<file path="src/rtl/note_judge_if.sv">
// Handshake bundle between the note shifter, the player buttons and the
// judge stage: shifter/button inputs in, pulses and counters out.
interface note_judge_if;
  logic        red_button;
  logic        blue_button;
  logic        note_R_judge;
  logic        note_B_judge;
  logic [2:0]  offset;
  logic        start;
  logic        finish;
  logic        clear;
  logic        delete;
  logic        hit_perfect;
  logic        hit_good;
  logic        miss;
  logic [7:0]  combo;
  logic [7:0]  max_combo;
  logic [15:0] score;
  logic        busy;

  modport master (
    output red_button, blue_button,
    output note_R_judge, note_B_judge,
    output offset, start, finish, clear,
    input  delete, hit_perfect, hit_good, miss,
    input  combo, max_combo, score, busy
  );

  modport slave (
    input  red_button, blue_button,
    input  note_R_judge, note_B_judge,
    input  offset, start, finish, clear,
    output delete, hit_perfect, hit_good, miss,
    output combo, max_combo, score, busy
  );
endinterface

</file>
<file path="src/rtl/note_judge.sv">
// Hit judgement and scoring: debounces the player buttons, grades notes at
// the judge column and keeps combo, max combo and score for the display.
module note_judge #(
  parameter int DEBOUNCE_CYCLES = 250000,
  parameter int PERFECT_PTS     = 3,
  parameter int GOOD_PTS        = 1,
  parameter int PERF_LO         = 2,
  parameter int PERF_HI         = 4
) (
  input  logic        clk,
  input  logic        rst_n,
  note_judge_if.slave bus
);
  localparam int CW = $clog2(DEBOUNCE_CYCLES + 1);
  localparam logic [CW-1:0] DB_MAX = CW'(DEBOUNCE_CYCLES - 1);
  localparam logic [2:0]  LO  = 3'(PERF_LO);
  localparam logic [2:0]  HI  = 3'(PERF_HI);
  localparam logic [16:0] PP  = 17'(PERFECT_PTS);
  localparam logic [16:0] GP  = 17'(GOOD_PTS);

  typedef enum logic [1:0] {
    S_IDLE = 2'd0,
    S_PLAY = 2'd1,
    S_DONE = 2'd2
  } state_t;

  logic [1:0]    r_s1, r_s2, r_stb, r_stb_q;
  logic [CW-1:0] r_cnt [2];
  logic [1:0]    w_btn, w_press;

  state_t      r_state;
  logic [2:0]  r_off_q;
  logic        r_note_q, r_start_q, r_judged;
  logic        r_del, r_perf, r_good, r_miss, r_busy;
  logic [7:0]  r_combo, r_max;
  logic [15:0] r_score;

  logic        w_adv, w_miss_adv, w_judged, w_note;
  logic        w_match, w_hit, w_wrong, w_perf;
  logic [7:0]  w_combo0, w_combo, w_max;
  logic [16:0] w_pts, w_sum;
  logic [15:0] w_score;

  assign w_btn = {bus.blue_button, bus.red_button};

  // Index 0 is red, 1 is blue.
  always_ff @(posedge clk) begin
    if (!rst_n) begin
      r_s1    <= '0;
      r_s2    <= '0;
      r_stb   <= '0;
      r_stb_q <= '0;
      for (int i = 0; i < 2; i++) r_cnt[i] <= '0;
    end else begin
      r_s1    <= w_btn;
      r_s2    <= r_s1;
      r_stb_q <= r_stb;
      for (int i = 0; i < 2; i++) begin
        if (r_s2[i] == r_stb[i]) begin
          r_cnt[i] <= '0;
        end else if (r_cnt[i] == DB_MAX) begin
          r_stb[i] <= r_s2[i];
          r_cnt[i] <= '0;
        end else begin
          r_cnt[i] <= r_cnt[i] + 1'b1;
        end
      end
    end
  end

  assign w_press = r_stb & ~r_stb_q;

  assign w_adv      = (bus.offset == 3'd0) && (r_off_q == 3'd6);
  assign w_miss_adv = w_adv & r_note_q & ~r_judged;
  assign w_judged   = r_judged & ~w_adv;
  assign w_note     = bus.note_R_judge | bus.note_B_judge;
  assign w_match    = (w_press[0] & bus.note_R_judge)
                    | (w_press[1] & bus.note_B_judge);
  assign w_hit      = ~w_judged & w_match;
  assign w_wrong    = ~w_judged & w_note & (|w_press) & ~w_match;
  assign w_perf     = w_hit & (bus.offset >= LO) & (bus.offset <= HI);

  // A miss on advance lands before a same-cycle hit, so combo ends at 1.
  assign w_combo0 = (w_miss_adv | w_wrong) ? 8'd0 : r_combo;
  assign w_combo  = !w_hit ? w_combo0
                  : (w_combo0 == 8'hFF) ? 8'hFF : w_combo0 + 8'd1;
  assign w_max    = (w_combo > r_max) ? w_combo : r_max;
  assign w_pts    = !w_hit ? 17'd0 : (w_perf ? PP : GP);
  assign w_sum    = {1'b0, r_score} + w_pts;
  assign w_score  = w_sum[16] ? 16'hFFFF : w_sum[15:0];

  always_ff @(posedge clk) begin
    if (!rst_n) begin
      r_state   <= S_IDLE;
      r_off_q   <= '0;
      r_note_q  <= 1'b0;
      r_start_q <= 1'b0;
      r_judged  <= 1'b0;
      r_del     <= 1'b0;
      r_perf    <= 1'b0;
      r_good    <= 1'b0;
      r_miss    <= 1'b0;
      r_busy    <= 1'b0;
      r_combo   <= '0;
      r_max     <= '0;
      r_score   <= '0;
    end else begin
      r_off_q   <= bus.offset;
      r_note_q  <= w_note;
      r_start_q <= bus.start;
      r_del     <= 1'b0;
      r_perf    <= 1'b0;
      r_good    <= 1'b0;
      r_miss    <= 1'b0;
      unique case (r_state)
        S_IDLE: begin
          if (bus.start && !r_start_q) begin
            r_state  <= S_PLAY;
            r_busy   <= 1'b1;
            r_combo  <= '0;
            r_max    <= '0;
            r_score  <= '0;
            r_judged <= 1'b0;
          end
        end
        S_PLAY: begin
          if (bus.finish) begin
            r_state <= S_DONE;
            r_busy  <= 1'b0;
          end else begin
            r_del    <= w_hit | w_wrong;
            r_perf   <= w_perf;
            r_good   <= w_hit & ~w_perf;
            r_miss   <= w_miss_adv | w_wrong;
            r_combo  <= w_combo;
            r_max    <= w_max;
            r_score  <= w_score;
            r_judged <= w_judged | w_hit | w_wrong;
          end
        end
        S_DONE: begin
          if (bus.clear) r_state <= S_IDLE;
        end
        default: begin
          r_state <= S_IDLE;
          r_busy  <= 1'b0;
        end
      endcase
    end
  end

  assign bus.delete      = r_del;
  assign bus.hit_perfect = r_perf;
  assign bus.hit_good    = r_good;
  assign bus.miss        = r_miss;
  assign bus.combo       = r_combo;
  assign bus.max_combo   = r_max;
  assign bus.score       = r_score;
  assign bus.busy        = r_busy;
endmodule

</file>
<file path="src/flat_wrapper.sv">
// flat-port wrapper written by rule: the top's interface ports become plain ports
module note_judge_flat 
#(
  parameter int DEBOUNCE_CYCLES = 250000,
  parameter int PERFECT_PTS     = 3,
  parameter int GOOD_PTS        = 1,
  parameter int PERF_LO         = 2,
  parameter int PERF_HI         = 4
)
  (clk, rst_n, bus_red_button, bus_blue_button, bus_note_R_judge, bus_note_B_judge, bus_offset, bus_start, bus_finish, bus_clear, bus_delete, bus_hit_perfect, bus_hit_good, bus_miss, bus_combo, bus_max_combo, bus_score, bus_busy);
  note_judge_if bus_i ();
  input  logic clk;
  input  logic rst_n;
  input wire logic [$bits(bus_i.red_button)-1:0] bus_red_button;
  input wire logic [$bits(bus_i.blue_button)-1:0] bus_blue_button;
  input wire logic [$bits(bus_i.note_R_judge)-1:0] bus_note_R_judge;
  input wire logic [$bits(bus_i.note_B_judge)-1:0] bus_note_B_judge;
  input wire logic [$bits(bus_i.offset)-1:0] bus_offset;
  input wire logic [$bits(bus_i.start)-1:0] bus_start;
  input wire logic [$bits(bus_i.finish)-1:0] bus_finish;
  input wire logic [$bits(bus_i.clear)-1:0] bus_clear;
  output wire logic [$bits(bus_i.delete)-1:0] bus_delete;
  output wire logic [$bits(bus_i.hit_perfect)-1:0] bus_hit_perfect;
  output wire logic [$bits(bus_i.hit_good)-1:0] bus_hit_good;
  output wire logic [$bits(bus_i.miss)-1:0] bus_miss;
  output wire logic [$bits(bus_i.combo)-1:0] bus_combo;
  output wire logic [$bits(bus_i.max_combo)-1:0] bus_max_combo;
  output wire logic [$bits(bus_i.score)-1:0] bus_score;
  output wire logic [$bits(bus_i.busy)-1:0] bus_busy;
  assign bus_i.red_button = bus_red_button;
  assign bus_i.blue_button = bus_blue_button;
  assign bus_i.note_R_judge = bus_note_R_judge;
  assign bus_i.note_B_judge = bus_note_B_judge;
  assign bus_i.offset = bus_offset;
  assign bus_i.start = bus_start;
  assign bus_i.finish = bus_finish;
  assign bus_i.clear = bus_clear;
  assign bus_delete = bus_i.delete;
  assign bus_hit_perfect = bus_i.hit_perfect;
  assign bus_hit_good = bus_i.hit_good;
  assign bus_miss = bus_i.miss;
  assign bus_combo = bus_i.combo;
  assign bus_max_combo = bus_i.max_combo;
  assign bus_score = bus_i.score;
  assign bus_busy = bus_i.busy;
  note_judge #(.DEBOUNCE_CYCLES(DEBOUNCE_CYCLES), .PERFECT_PTS(PERFECT_PTS), .GOOD_PTS(GOOD_PTS), .PERF_LO(PERF_LO), .PERF_HI(PERF_HI)) u_core (.clk(clk), .rst_n(rst_n), .bus(bus_i));
endmodule
</file>
<file path="config.mk">
export PLATFORM = sky130hd
export DESIGN_NAME = note_judge_flat
export DESIGN_NICKNAME = d
export VERILOG_FILES = /design/src/rtl/note_judge_if.sv /design/src/rtl/note_judge.sv /design/src/flat_wrapper.sv
export SDC_FILE = /design/constraint.sdc
export NUM_CORES = 1
export LEC_CHECK = 0
export BUFFER_PORTS_ARGS = -buffer_cell sky130_fd_sc_hd__buf_2
export CORE_ASPECT_RATIO = 1.75
export CORE_MARGIN = 1
export CORE_UTILIZATION = 53
export CTS_CLUSTER_DIAMETER = 50
export CTS_CLUSTER_SIZE = 14
export DETAILED_ROUTE_END_ITERATION = 7
export PLACE_DENSITY_LB_ADDON = 0.15
export SETUP_SLACK_MARGIN = 0.02
export SLEW_MARGIN = 0
export SYNTH_ARGS = -nofsm -noshare
export SYNTH_HDL_FRONTEND = slang
export SYNTH_SLANG_ARGS = --single-unit
</file>
<file path="constraint.sdc">
create_clock -name clk -period 4.3 [get_ports clk]
set_input_delay 0.86 -clock clk [delete_from_list [all_inputs] [get_ports clk]]
set_output_delay 0.86 -clock clk [all_outputs]
set_load 0.01 [all_outputs]
</file>
After elaboration in Yosys (flattened, before gate mapping)

Memories as Yosys holds them, arrays and structs flattened.
Cells that the tools add are included.

Order comparisons: 3
Add/sub/neg operators: 4
Multiplexer cells: 54
Equality and inequality tests: 13
Bitwise logic cells: 36
Reductions and logical operators: 14

Operators with widths:

| kind                                                                    | number |
|---|---|
| 18-bit two-way mux                                                      | 6 |
| 8-bit two-way mux                                                       | 7 |
| 16-bit two-way mux                                                      | 3 |
| 18-bit by 1-bit adder with 18-bit output, second input constant         | 2 |
| 18-bit equality test, second input constant                             | 2 |
| 16-bit case mux with 2 select lines                                     | 1 |
| 8-bit case mux with 2 select lines                                      | 2 |
| 1-bit two-way mux                                                       | 27 |
| 16-bit by 17-bit adder with 17-bit output                               | 1 |
| 17-bit two-way mux                                                      | 1 |
| 1-bit AND                                                               | 12 |
| 1-bit OR                                                                | 12 |
| 1-bit NOT                                                               | 10 |
| 3-bit AND reduction                                                     | 3 |
| 8-bit by 1-bit adder with 8-bit output, second input constant           | 1 |
| 8-bit equality test, second input constant                              | 1 |
| 8-bit greater-than comparator                                           | 1 |
| 2-bit two-way mux                                                       | 4 |
| 2-bit inequality test, second input constant                            | 3 |
| 2-bit case mux with 3 select lines                                      | 1 |
| 2-bit by 1-bit inequality test with 1-bit output, second input constant | 2 |
| 2-bit AND reduction                                                     | 2 |
| 4-bit AND reduction                                                     | 1 |
| 3-bit equality test, second input constant                              | 1 |
| other kinds (16)                                                        | 18 |

Memories: 1
Bits of input ports: 12
Flip-flop bits (word level): 53
Output and inout bits: 37
Logic and storage cells: 143
RAM bits: 36

Memory list:

| name         | words | bits a word | rd ports | clocked after Yosys merged registers in | wr ports | line             | text |
|---|---|---|---|---|---|---|---|
| u_core.r_cnt | 2     | 18          | 2        | 0                                       | 2        | note_judge.sv:28 | `logic [CW-1:0] r_cnt [2];` |

Depth between registers and ports, before layout

Gate-level depths: netlist (run 1).

Depth in word-level cells: 17
Depth in mapped cells: 17

Least setup slack after synthesis (run 1)

Ideal clock, no wire load.

Path kind: input-to-reg
Start point: in bus_note_R_judge
End point: reg u_core.r_max[5] (netlist: u_core.bus.max_combo[5])
Required time: 4.221 ns
Path slack: 0.131 ns
Arrival time: 4.090 ns
Stages: 16
Buffers on the path: 0
Path through: or4b_4 -> a31oi_4 -> nor2_1 -> and2_1 -> ha_1 -> and4_1 -> mux2_2 -> a22oi_1 -> inv_1 -> ha_1 -> nor2b_1 -> o211ai_1 -> a21oi_1 -> o211ai_1 -> or2_2 -> o211ai_1

Word-level cells in the longest chain between the ends: 12
Elaborated cells on any way between the ends: 20

Ends and longest elaborated chain:

| element                                                                                                | line                               | text |
|---|---|---|
| start: declaration                                                                                     | flat_wrapper.sv:16                 | `input wire logic [$bits(bus_i.note_R_judge)-1:0] bus_note_R_judge;` |
| 1-bit OR / 1-bit AND (equally long branches)                                                           | note_judge.sv:76, note_judge.sv:77 |  |
| 1-bit AND / 1-bit OR (equally long branches)                                                           | note_judge.sv:80, note_judge.sv:78 |  |
| 1-bit AND / 1-bit NOT (equally long branches)                                                          | note_judge.sv:80                   | `assign w_wrong = ~w_judged & w_note & (\|w_press) & ~w_match;` |
| 1-bit AND                                                                                              | note_judge.sv:80                   |  |
| 1-bit OR                                                                                               | note_judge.sv:84                   | `assign w_combo0 = (w_miss_adv \| w_wrong) ? 8'd0 : r_combo;` |
| 8-bit two-way mux                                                                                      | note_judge.sv:84                   |  |
| 8-bit by 1-bit adder with 8-bit output / 8-bit equality test (equally long branches)                   | note_judge.sv:86                   | `: (w_combo0 == 8'hFF) ? 8'hFF : w_combo0 + 8'd1;` |
| 8-bit two-way mux                                                                                      | note_judge.sv:86                   |  |
| 8-bit two-way mux *                                                                                    | note_judge.sv:85                   | `assign w_combo = !w_hit ? w_combo0` |
| 8-bit greater-than comparator / 8-bit two-way mux (equally long branches)                              | note_judge.sv:87                   | `assign w_max = (w_combo > r_max) ? w_combo : r_max;` |
| 2-bit by 1-bit inequality test with 1-bit output (no line) / 8-bit two-way mux (equally long branches) | -                                  |  |
| 4-bit AND reduction (no line) / 8-bit case mux with 2 select lines (equally long branches)             | -                                  |  |
| end signal: assignment                                                                                 | note_judge.sv:136                  | `r_max <= w_max;` |
| end: declaration                                                                                       | note_judge.sv:35                   | `logic [7:0] r_combo, r_max;` |

Every way passes the cells marked *; elsewhere a longest branch is shown, timed or not. The select of a mux whose other input is x is not followed.
A chain may end at the register's enable or synchronous reset.

Worst setup path in the final report (run 1)

Start point: in bus_note_R_judge
End point: reg u_core.r_max[3] (netlist: u_core.bus.max_combo[3])

The elaborated chain is that of the path after synthesis.

==> impl_metrics.csv, run 1 <==
group,metric,value,unit
run_status,outcome,"finished clean",
final_layout,num_antenna_cells,0,
placed_design,hpwl,7340,um
worst_setup_path,worst-r2r-cell-count,18,
sta,maxSlewViolCount,0,
worst_setup_path,critical_path.top_delay_family,"simple AND/OR/NAND/NOR gates",
sta,worstMarginPinSlew,0.712,ns
sta,setup_viol,0,
synthesis,async_flop_share,0,%
min_path,hp-class,"reg -> reg",
route,drt-total-wl,9940,um
route,avgRoutedWirePerCell,13.5,um
floorplan,initial_utilization,55.2,%
floorplan,ios,49,
power,pwr-share-seq,49.9,%
worst_setup_path,required,4.56,ns
synthesis,syn_area,4650,um^2
final_layout,nFillCells,715,
sta,max-slew-margin-rel,52.4,%
clock_tree,hold_buffers,0,
flow_run,maxCapViolations,0,
worst_setup_path,critPathMaxFanout,7,
clock_tree,cts_num_sinks,89,
sta,max_freq,249,MHz
synthesis,ys_warn_count,0,
worst_setup_path,critPathMaxStageDelay,0.57,ns
worst_setup_path,worst_setup_path_start_kind,"input pin",
sta,finClkSkew,0.00961,ns
power,intPower,0.00144,W
floorplan,core_area,8420,um^2
placed_design,place_congestion,0.840,
final_layout,layout-drive-gt1-share,16.4,%
power,p_sw,0.000394,W
synthesis,synth.distinct_cells,57,
global_route,grt_pass1_vias,3724,
power,p_sw_share,21.4,%
power,vdd_drop_max,0.239,mV
route,first_pass_iters,4,
worst_setup_path,worstSetupPathType,"in -> reg",
worst_setup_path,r2r-end,"u_core.bus.max_combo[3]$_SDFFE_PN0P_",
sta,post-route-min-period,4.02,ns
clock_tree,cts_tree,"yes",
final_layout,areaGrowthSynthToFinish,20.0,%
synthesis,synth_cells,516,
power,combPwrFrac,4.5,%
floorplan,dieArea,9170,um^2
sta,fin_hold_ws,0.434,ns
worst_setup_path,cp.depth,18,
worst_setup_path,reg2reg_setup_slack,0.43,ns
global_route,grt_max_degree,25,
clock_tree,cts_inserted_buffers,9,
clock_tree,clock_latency,0.34,ns
synthesis,yosys_register_bits,89,
clock_tree,h-tree-depth,3,
sta,period_share,93.5,%
route,vias,3921,
final_layout,fin_util,66.3,%
synthesis,synth_area_per_cell,9.02,um^2
global_route,grt_pass1_wl,16700,um
floorplan,num_rows,44,
global_route,grt_overflow,0,
power,power_leakage,2.23,nW
floorplan,die_height,126,um
clock_tree,cts_resized,0,
synthesis,ys_seq_area_share,46.0,%
worst_setup_path,critPathCaptureType,"flop",
route,ant_nets,0,
worst_setup_path,crit_slowest_cell,"or4b_4",
sta,rsz0062_at_grt,"no",
synthesis,synth_edf_count,36,
worst_setup_path,worstPathBufferInverterCount,3,
clock_tree,root_buffer,"clkbuf_16",
route,drt_iter0_markers,224,
placed_design,io_buffers,48,
final_layout,nets,643,
clock_tree,clk_pin_slew,0.06,ns
worst_setup_path,timing.rr.start,"u_core.r_stb[0]$_SDFFE_PN0P_",
route,viasPerCell,5.32,
worst_setup_path,arrival,4.28,ns
worst_setup_path,crit_path_frequent_cell,"o211ai_1",
worst_setup_path,crit_chain,"buf_2 -> or4b_4 -> a31oi_4 -> nor2_1 -> and2_1 -> ha_1 -> and4_1 -> mux2_2 -> a22oi_2 -> inv_1 -> ha_1 -> nor2b_1 -> o211ai_1 -> a21oi_2 -> o211ai_1 -> buf_4 -> or2_2 -> o211ai_1",
worst_setup_path,cp-startpoint,"bus_note_R_judge",
global_route,antenna_found_initial,0,
floorplan,die_w,72.8,um
worst_setup_path,crit_end,"u_core.bus.max_combo[3]$_SDFFE_PN0P_",
clock_tree,cts_buffer_depth,2,
clock_tree,postCtsSetupBuffers,0,
route,drc,0,
sta,finalHoldViolCount,0,
global_route,grt.total_usage,23.4,%
power,p_per_area,329,nW/um^2
power,fin_total_pwr,0.00184,W
synthesis,synth_ff_type,"dfxtp_1",
power,clkPwrFrac,45.6,%
kinds of logic (layout without fill, tap and decap cells):
logic type               Yosys count  in the layout  share of synthesized area, %
adder cells (fa/ha/maj)           14             14                          3.93
AO/OA/AOI/OAI                    101            101                          13.3
buffers and inverters             37            108                          3.23
other                              1             36                        0.0806
flip-flops                        89             89                          46.0
multiplexers                       6              6                          1.34
XOR/XNOR                          36             36                          6.78
AND/OR/NAND/NOR                  232            232                          25.3
through the flow:
step | instances | TNS (ns) | worst slack [ns] | instance area, um^2
floorplan | 551 | 0 | 0.131 | 4780
global placement | 721 | -0.0267 | -0.0102 | 5260
detailed placement | 721 | -0.434 | -0.115 | 5260
CTS | 737 | 0 | 0.217 | 5570
global route | 737 | 0 | 0.0292 | 5580
finish | 737 | 0 | 0.281 | 5580
layout make-up:
| cell class | instances | area (um^2) | share of cell area, % |
|---|---|---|---|
| inverters | 24 | 90.1 | 1.61 |
| clock buffers | 11 | 233 | 4.17 |
| well taps | 115 | 144 | 2.58 |
| clock inverters | 5 | 81.3 | 1.46 |
| repair buffers | 68 | 390 | 7.00 |
| multi-input cells | 425 | 2500 | 44.8 |
| flip-flops and latches | 89 | 2140 | 38.4 |
per-layer routing:
layer	routed length (um)	part of all wire, %	track usage, %
met5	0	0	0
met4	325	3.3	11.5
met3	321	3.2	4.96
met2	5210	52	40.9
met1	4090	41	26.4
sequential cells by signal (all words and copies together), names as in the netlist:
name	flops
u_core.bus.miss	1
u_core.r_start_q	1
u_core.bus.hit_perfect	1
u_core.bus.hit_good	1
u_core.bus.busy	1
u_core.r_note_q	1
u_core.r_cnt	36
u_core.bus.combo	8
u_core.r_state	2
u_core.bus.delete	1
u_core.r_s2	2
u_core.bus.score	16
u_core.r_stb	2
u_core.r_stb_q	2
u_core.r_judged	1
u_core.r_s1	2
u_core.bus.max_combo	8
u_core.r_off_q	3
worst min-delay path by stage:
stage,start,end,slack [ns],cells after the start
after floorplan,u_core.r_s1[0]$_SDFF_PN0_,u_core.r_s2[0]$_SDFF_PN0_,0.41,1
after global placement,u_core.r_s1[1]$_SDFF_PN0_,u_core.r_s2[1]$_SDFF_PN0_,0.42,1
after detailed placement,u_core.r_s1[0]$_SDFF_PN0_,u_core.r_s2[0]$_SDFF_PN0_,0.43,1
after CTS,u_core.r_s1[1]$_SDFF_PN0_,u_core.r_s2[1]$_SDFF_PN0_,0.44,1
after global routing,u_core.r_s1[1]$_SDFF_PN0_,u_core.r_s2[1]$_SDFF_PN0_,0.44,1
final,u_core.r_s1[1]$_SDFF_PN0_,u_core.r_s2[1]$_SDFF_PN0_,0.43,1
worst reg2reg max path, delay by kind of cell (launching register included):
kind | cells | cell delay (ns)
flip-flops | 1 | 0.40
buffers and inverters | 2 | 0.22
adder cells (fa/ha/maj) | 2 | 0.49
multiplexers | 1 | 0.27
AO/OA/AOI/OAI | 6 | 0.86
AND/OR/NAND/NOR | 7 | 1.54
placed cells by master (no fill, tap or decap), types with 3 or more instances in the layout:
master	instances
and2_1	15
nor3_1	8
nand4_1	15
o211ai_1	5
o21ai_0	40
a21oi_1	25
xnor2_1	17
edfxtp_1	36
and3_1	9
conb_1	36
nor2_1	67
nor4_1	5
a31oi_1	4
or2_2	7
or3_1	3
xor2_1	19
inv_1	24
o21a_1	3
buf_4	20
nand3b_1	3
nand3_1	20
mux2i_1	4
ha_1	13
and4_1	4
a21o_1	3
buf_2	48
clkbuf_16	9
nand2_1	49
o31ai_1	3
dfxtp_1	53
nor2b_1	9
nand2b_1	8
synth_stat cells (3+ instances only):
cell type / count / area [um^2]
nor2b_1: 9 / 56.3
nor2_1: 67 / 251
inv_1: 24 / 90.1
xor2_1: 19 / 166
and3_1: 9 / 56.3
buf_2: 3 / 15.0
dfxtp_1: 53 / 1060
xnor2_1: 17 / 149
and2_1: 15 / 93.8
nand2_1: 49 / 184
mux2i_1: 4 / 40.0
o31ai_1: 3 / 22.5
and4_1: 4 / 35.0
a31oi_1: 4 / 25.0
or2_2: 7 / 43.8
clkbuf_1: 8 / 30.0
a21oi_1: 26 / 130
nor3_1: 8 / 40.0
o211ai_1: 5 / 37.5
nand3_1: 20 / 100
o21ai_0: 40 / 200
ha_1: 13 / 163
or3_1: 3 / 18.8
nand3b_1: 3 / 22.5
nand2b_1: 8 / 50.1
nand4_1: 15 / 93.8
nor4_1: 5 / 31.3
a21o_1: 3 / 22.5
o21a_1: 3 / 22.5
edfxtp_1: 36 / 1080
power by group through the flow:
stage	Clock [W]	Sequential, W	Combinational [W]
5_1_grt	0.000876	0.000919	0.0000942
6_report	0.000836	0.000917	0.0000827
2_1_floorplan	0	0.000931	0.0000568
4_1_cts	0.000846	0.000917	0.0000822
3_5_place_dp	0	0.000935	0.0000809
3_3_place_gp	0	0.000934	0.0000789
No activity file was read; power rests on OpenSTA's default activity.
==> run 2: changes to the inputs <==
--- a/config.mk
+++ b/config.mk
@@ -6,8 +6,8 @@
 export NUM_CORES = 1
 export LEC_CHECK = 0
 export BUFFER_PORTS_ARGS = -buffer_cell sky130_fd_sc_hd__buf_2
-export CORE_ASPECT_RATIO = 1.75
-export CORE_MARGIN = 1
+export CORE_ASPECT_RATIO = 1.1
+export CORE_MARGIN = 2
 export CORE_UTILIZATION = 53
 export CTS_CLUSTER_DIAMETER = 50
 export CTS_CLUSTER_SIZE = 14
==> impl_metrics.csv, run 2 (synthesis gave the netlist of run 1 again) <==
group,metric,value,unit
power,p_sw,0.000368,W
floorplan,die_w,93.3,um
sta,max_freq,246,MHz
flow_run,maxCapViolations,0,
power,p_per_area,316,nW/um^2
final_layout,layout-drive-gt1-share,16.4,%
floorplan,dieArea,9540,um^2
global_route,grt_overflow,0,
clock_tree,clk_pin_slew,0.09,ns
final_layout,largest_reg_flops,36,
sta,setup_viol,0,
worst_setup_path,critPathCaptureType,"flop",
floorplan,initial_utilization,55.0,%
clock_tree,postCtsSetupBuffers,0,
final_layout,num_antenna_cells,0,
worst_setup_path,crit_slowest_cell,"or4b_4",
sta,maxSlewViolCount,0,
route,drt_iter0_markers,116,
sta,post-route-min-period,4.07,ns
route,vias,3887,
floorplan,ios,49,
route,ant_nets,0,
sta,rsz0062_at_grt,"no",
clock_tree,hold_buffers,0,
power,vdd_drop_max,0.180,mV
floorplan,die_height,102,um
global_route,grt_pass1_wl,16700,um
clock_tree,cts_resized,0,
worst_setup_path,worstPathBufferInverterCount,3,
worst_setup_path,crit_chain,"buf_2 -> or4b_4 -> a31oi_4 -> nor2_1 -> and2_1 -> ha_1 -> buf_4 -> nand2b_1 -> mux2_2 -> and2_1 -> ha_1 -> a21oi_1 -> o21ai_0 -> or2_2 -> o221ai_1 -> buf_4 -> nand2_1 -> o211ai_1",
worst_setup_path,arrival,4.36,ns
route,drt-total-wl,9770,um
floorplan,num_rows,35,
route,avgRoutedWirePerCell,13.3,um
sta,finClkSkew,0.0142,ns
worst_setup_path,critical_path.top_delay_family,"simple AND/OR/NAND/NOR gates",
clock_tree,root_buffer,"clkbuf_8",
sta,finalHoldViolCount,0,
sta,worstMarginPinSlew,0.730,ns
sta,period_share,94.6,%
power,power_leakage,2.21,nW
final_layout,layout_common_cells,"nor2_1 (67), dfxtp_1 (53), nand2_1 (49)",
final_layout,layout_commonest_cell,"nor2_1",
worst_setup_path,critPathMaxStageDelay,0.57,ns
clock_tree,cts_buffer_depth,2,
clock_tree,h-tree-depth,3,
final_layout,largest_register,"u_core.r_cnt",
route,viasPerCell,5.30,
worst_setup_path,worstSetupPathType,"in -> reg",
sta,max-slew-margin-rel,51.2,%
worst_setup_path,required,4.59,ns
clock_tree,cts_inserted_buffers,9,
clock_tree,cts_num_sinks,89,
power,clkPwrFrac,42.6,%
floorplan,core_area,8450,um^2
power,pwr-share-seq,52.5,%
clock_tree,cts_tree,"yes",
worst_setup_path,critPathMaxFanout,6,
power,combPwrFrac,4.9,%
placed_design,hpwl,7140,um
global_route,grt_pass1_vias,3771,
sta,fin_hold_ws,0.447,ns
global_route,grt.total_usage,21.7,%
power,p_sw_share,21.1,%
min_path,hp-class,"reg -> reg",
route,drc,0,
clock_tree,clock_latency,0.36,ns
placed_design,io_buffers,48,
run_status,outcome,"finished clean",
final_layout,areaGrowthSynthToFinish,18.7,%
final_layout,nets,644,
power,intPower,0.00138,W
global_route,antenna_found_initial,0,
sta,final.setup.tns,0,ns
route,first_pass_iters,4,
global_route,grt_max_degree,25,
worst_setup_path,worst_setup_path_start_kind,"input pin",
placed_design,place_congestion,0.900,
run 2: power groups by stage:
stage | Clock [W] | Sequential, W | Combinational (W)
after floorplan | 0 | 0.000931 | 0.0000568
after detailed placement | 0 | 0.000935 | 0.0000846
after global placement | 0 | 0.000934 | 0.0000832
final | 0.000744 | 0.000916 | 0.0000858
after global routing | 0.000788 | 0.000919 | 0.0000968
after CTS | 0.000751 | 0.000916 | 0.0000854
run 2: per-layer routing:
layer	wire (um)	GRT usage (%)	up-vias	share of wire, %
met1	4530	27.3	1814	46
li1	-	-	1988	-
met2	4740	36.8	72	48
met3	361	4.06	13	3.7
met4	143	8.82	0	1.5
met5	0	0	-	0
run 2: path summary, 6_finish.rpt:
kind | from | to | slack (ns) | depth (start not counted)
setup / recovery | bus_note_R_judge | u_core.bus.max_combo[5]$_SDFFE_PN0P_ | 0.23 | 18
hold / removal | u_core.r_s1[0]$_SDFF_PN0_ | u_core.r_s2[0]$_SDFF_PN0_ | 0.45 | 1
setup reg to reg | u_core.r_stb[0]$_SDFFE_PN0P_ | u_core.bus.max_combo[5]$_SDFFE_PN0P_ | 0.36 | 18
hold reg to reg | u_core.r_s1[0]$_SDFF_PN0_ | u_core.r_s2[0]$_SDFF_PN0_ | 0.45 | 1
run 2: final cells by class:
class	count	area, um^2
multi-input cells	425	2500
flip-flops and latches	89	2140
repair buffers	69	398
well taps	111	139
fillers	722	2930
clock inverters	6	131
inverters	24	90.1
clock buffers	10	128
run 2: worst register-to-register path, cell delays in order, from the launching register on:
cell and delay (ns):
dfxtp_1 0.41, nand2b_1 0.10, or4b_4 0.56, a31oi_4 0.21
nor2_1 0.07, and2_1 0.16, ha_1 0.21, buf_4 0.14
nand2b_1 0.14, mux2_2 0.28, and2_1 0.16, ha_1 0.30
a21oi_1 0.14, o21ai_0 0.14, or2_2 0.29, o221ai_1 0.24
buf_4 0.20, nand2_1 0.06, o211ai_1 0.08
run 2: per-stage QoR:
stage	cell area, um^2	total power, W	utilization, %	cells	setup WS [ns]
final	5520	0.00175	65.4	734	0.230
after global placement	5260	0.00102	62.2	718	-0.0478
after floorplan	4780	0.000988	-	551	0.131
after detailed placement	5260	0.00102	62.2	718	-0.122
after CTS	5520	0.00175	65.3	734	0.238
after global routing	5520	0.00180	65.4	734	0.0300
